$ cat src/rtl/if_stage.sv
// Instruction-fetch stage: PC register, instruction SRAM port and IF/ID instruction hold.
// Optional fetch alignment check enabled by defining IF_ADEL_CHECK_EN.
module if_stage #(
    parameter logic [31:0] RESET_PC = 32'hBFC0_0000
) (
    input  logic        clk,
    input  logic        rst,
    input  logic [5:0]  stall,
    input  logic [32:0] br_bus,
    output logic [32:0] if_to_id_bus,
    output logic [31:0] if_inst,
    output logic        inst_sram_en,
    output logic [3:0]  inst_sram_wen,
    output logic [31:0] inst_sram_addr,
    output logic [31:0] inst_sram_wdata,
    input  logic [31:0] inst_sram_rdata,
    output logic        if_excp
);

    localparam logic STOP = 1'b1;

    typedef enum logic [1:0] {
        IDLE,
        RUN,
        HOLD,
        BUBBLE
    } state_e;

    state_e      state_q;
    logic [31:0] pc_q;
    logic [31:0] pc_d;
    logic [31:0] inst_hold_q;
    logic        ce;
    logic        hold_valid;
    logic        br_e;
    logic [31:0] br_addr;
    logic        adel;
    logic        unused_stall;

    assign br_e         = br_bus[32];
    assign br_addr      = br_bus[31:0];
    assign unused_stall = ^stall[5:3];

    assign pc_d       = br_e ? br_addr : pc_q + 32'd4;
    assign ce         = (state_q != IDLE);
    assign hold_valid = (state_q == HOLD) || (state_q == BUBBLE);

    // PC advance and hold capture share one FSM; hold/bubble only arise once fetching.
    always_ff @(posedge clk) begin
        if (rst) begin
            state_q     <= IDLE;
            pc_q        <= RESET_PC - 32'd4;
            inst_hold_q <= '0;
        end else begin
            if (stall[0] != STOP) begin
                pc_q <= pc_d;
            end
            case (state_q)
                IDLE: begin
                    if (stall[0] != STOP) begin
                        state_q <= RUN;
                    end
                end
                RUN: begin
                    if (stall[1] == STOP) begin
                        if (stall[2] != STOP) begin
                            state_q     <= BUBBLE;
                            inst_hold_q <= '0;
                        end else begin
                            state_q     <= HOLD;
                            inst_hold_q <= inst_sram_rdata;
                        end
                    end
                end
                HOLD, BUBBLE: begin
                    if (stall[1] != STOP) begin
                        state_q <= RUN;
                    end
                end
                default: state_q <= IDLE;
            endcase
        end
    end

`ifdef IF_ADEL_CHECK_EN
    assign adel = ce && (pc_q[1:0] != 2'b00);
`else
    assign adel = 1'b0;
`endif

    assign if_to_id_bus    = {ce, pc_q};
    assign inst_sram_en    = ce && !adel;
    assign inst_sram_wen   = 4'b0000;
    assign inst_sram_addr  = pc_q;
    assign inst_sram_wdata = '0;
    assign if_excp         = adel;
    assign if_inst         = adel ? 32'd0 : (hold_valid ? inst_hold_q : inst_sram_rdata);

endmodule

$ cat config.mk
export PLATFORM = sky130hd
export DESIGN_NAME = if_stage
export DESIGN_NICKNAME = d
export VERILOG_FILES = /design/src/rtl/if_stage.sv
export SDC_FILE = /design/constraint.sdc
export NUM_CORES = 1
export LEC_CHECK = 0
export ABC_CLOCK_PERIOD_IN_PS = 4600
export BUFFER_PORTS_ARGS = -buffer_cell sky130_fd_sc_hd__buf_2
export CAP_MARGIN = 20
export CORE_MARGIN = 1.5
export CORE_UTILIZATION = 50
export DETAILED_ROUTE_END_ITERATION = 16
export PLACE_DENSITY = 0.86
export RECOVER_POWER = 100
export SYNTH_ARGS = -nofsm -noshare
export SYNTH_HDL_FRONTEND = slang
export SYNTH_SLANG_ARGS = --single-unit
$ cat constraint.sdc
create_clock -name clk -period 4.6 [get_ports clk]
set_input_delay 0 -clock clk [delete_from_list [all_inputs] [get_ports clk]]
set_output_delay 0 -clock clk [all_outputs]
set_load 0.005 [all_outputs]
==> flow_summary.yaml <==
detailed_routing:
  drt_iter0_drc: 279
  drt-wirelength-per-cell_um: 16.3
  num_vias: 4631
  drtAntennaViolNets: 0
  first_pass_iters: 5
  drt_wl_total_um: 13000
  drc: 0
  viasPerCell: 5.82
power:
  combPwrFrac_pct: 25.9
  pwr_density_cell_nw_per_um2: 296
  ir_worst_vdd_v: 0.000234
  internal-power_uw: 1050
  seq_power_share_pct: 41.0
  power_switching_uw: 519
  p_sw_share_pct: 33.1
  clkPwrFrac_pct: 33.1
  power.leakage_uw: 0.00209
logic_synthesis:
  synth_enable_flop_cells: 0
  synth_ff_type: "dfxtp_1"
  ys_ff_latch: 66
  yosysTopAreaCellShare_pct: 30.6
  synth_area_leaders: "dfxtp_1 31%, buf_4 13%, mux2_2 8.3%"
  synth_area_per_cell_um2: 8.05
  yosysMostFrequentCell: "buf_4"
  yosysSeqAreaShare_pct: 30.6
  async_reset_ff_share_pct: 0
  synth_cell_types: 68
  syn_inst: 536
  yosys_warnings: 0
  synthesis.area_um2: 4320
  yosys.area.top_type: "dfxtp_1"
  synth_commonest_cells: "72 x buf_4, 66 x dfxtp_1, 50 x nand2_1"
setup_path:
  r2r_setup_slack_ns: 1.68
  end_kind: "register"
  r2r_cells: 4
  cp_max_fo: 33
  reg2reg_from: "state_q[1]"
  crit_required_ns: 4.84
  r2r_end: "inst_hold_q[29]"
  crit_arrival_ns: 3.17
  critPathLaunchType: "primary input"
  crit_type: "in2reg"
worst_hold_path:
  min_to: "inst_sram_addr[3]"
  min_path_type: "in2reg"
  whs_path_depth: 5
  min_from: "br_bus[3]"
global_routing:
  grt_pass1_wl_um: 20200
  grt_max_degree: 74
  use_met2_pct: 50.1
  grt_overflow: 0
  grt-busiest-layer: "met2"
  grt_pass1_vias: 4373
  met1_usage_pct: 31.0
  grt.total_usage_pct: 27.9
  antenna_found_initial: 0
  met3_usage_pct: 6.71
finish:
  synthToLayoutAreaGrowth_pct: 22.7
  layout-drive-gt1-share_pct: 25.0
  nNetsFinal: 760
  regArea_um2: 1320
  multi_input_area_um2: 2400
  stdcell_area_um2: 5300
  diodes: 0
  utilization_pct: 63.8
  fillers: 721
outcome:
  status: "finished, violations left"
  violations: "max-capacitance violations, max-slew violations"
timing:
  finalSetupTns_ns: 0
  fin_ws_ns: 1.66
  slew_violations: 38
  fin_crit_sh_pct: 63.8
  tightestPinTransition_ns: 1.99
  fin_crit_ns: 2.94
  fin_worst_skew_ns: 0.0175
  relSlewSlack_pct: -32.8
  setup_viol: 0
  hold_viol_final: 0
  fmax_ghz: 0.341
  rsz0062_at_grt: "false"
die:
  io_pins: 208
  die_x_um: 95.9
  core_area_um2: 8300
  row_count: 33
  die_area_um2: 9200
  dieHeight_um: 95.9
  start_util_pct: 52.0
clock_network:
  cts_tree: "yes"
  path_clk_slew_ns: 0.07
  cts_max_path_buffers: 2
  clockRootBuffer: "clkbuf_8"
  cts_setup_buffers: 0
  htree_levels: 3
  clk-insertion-delay-late_ns: 0.35
  cts_buffers: 9
  clkSinkCount: 66
place:
  io_buffers: 167
  finalWeightedCongestion: 0.871
  dpl.hpwl_um: 8140
  dpl_cell_area_um2: 4760
  pre_cts_ws_ns: 2.25
run:
  cap_violations: 2
power groups by stage:
stage / Clock (uW) / Sequential, uW / Combinational [uW]
CTS: 525 / 643 / 407
finish: 519 / 643 / 405
global route: 557 / 649 / 444
detailed placement: 0 / 656 / 377
floorplan: 0 / 647 / 291
global placement: 0 / 652 / 366
stage by stage:
stage,instances,total power [uW],hold slack [ns]
detailed placement,738,1030,0.231
finish,796,1570,0.0288
global route,796,1650,0.0249
global placement,737,1020,0.232
CTS,796,1570,0.00927
floorplan,572,938,0.119
final cells by class:
| cell class | instances | area share [%] |
|---|---|---|
| multi-input combinational | 393 | 45.3 |
| sequential | 66 | 24.9 |
| timing repair buffer | 212 | 23.1 |
| clock buffer | 10 | 2.60 |
| tap | 105 | 2.48 |
| clock inverter | 6 | 1.35 |
| inverter | 4 | 0.283 |
logic make-up after synthesis:
kind of cell / after synthesis / synth area share [%]
fa+ha+maj: 1 / 0.290
compound gates: 122 / 19.0
mux: 34 / 8.81
other cells: 1 / 0.0869
simple gates: 199 / 24.7
buf+inv: 113 / 16.6
flops: 66 / 30.6
metal layers:
| layer | up-vias | wire [um] |
|---|---|---|
| met5 | - | 0 |
| met4 | 0 | 362 |
| met3 | 39 | 1110 |
| met2 | 264 | 6660 |
| met1 | 2179 | 4880 |
| li1 | 2149 | - |
flip-flops by register name, summed over array words and instances (netlist names):
register	count
state_q	2
inst_sram_addr	32
inst_hold_q	32
what timing repair did:
action                     4_1_cts  5_1_grt
setup endpoints to repair        0        0
hold endpoints to repair        43        0
resized for setup                0        0
hold buffers                    42        0
placed cells by master, fill, tap and decap left out, types with 9 or more instances in the layout:
master,instances
nor2_1,23
clkbuf_8,10
conb_1,37
nand3_1,48
o21ai_0,9
clkbuf_1,60
nand4_1,12
dfxtp_1,66
nand2b_1,13
a21oi_1,47
dlygate4sd3_1,42
mux2_2,31
nor3_1,11
buf_2,108
nand2_1,50
how the worst max path moves through the flow:
stage | start | end | slack [ns] | cells past startpoint
after floorplan | inst_sram_addr[2] | inst_sram_addr[24] | 2.90 | 6
after global placement | br_bus[32] | inst_sram_addr[22] | 2.33 | 5
after detailed placement | br_bus[32] | inst_sram_addr[22] | 2.25 | 5
after CTS | inst_sram_addr[2] | inst_sram_addr[18] | 2.45 | 5
after global routing | br_bus[32] | inst_sram_addr[22] | 1.46 | 5
final | br_bus[32] | inst_sram_addr[22] | 1.66 | 5
critical path: stages:
cell	delay, ns
clkbuf_1	1.01
clkinv_1	0.96
nor2_1	0.81
nor2_1	0.09
a32o_1	0.28
Power figures use the tool's default switching activity.
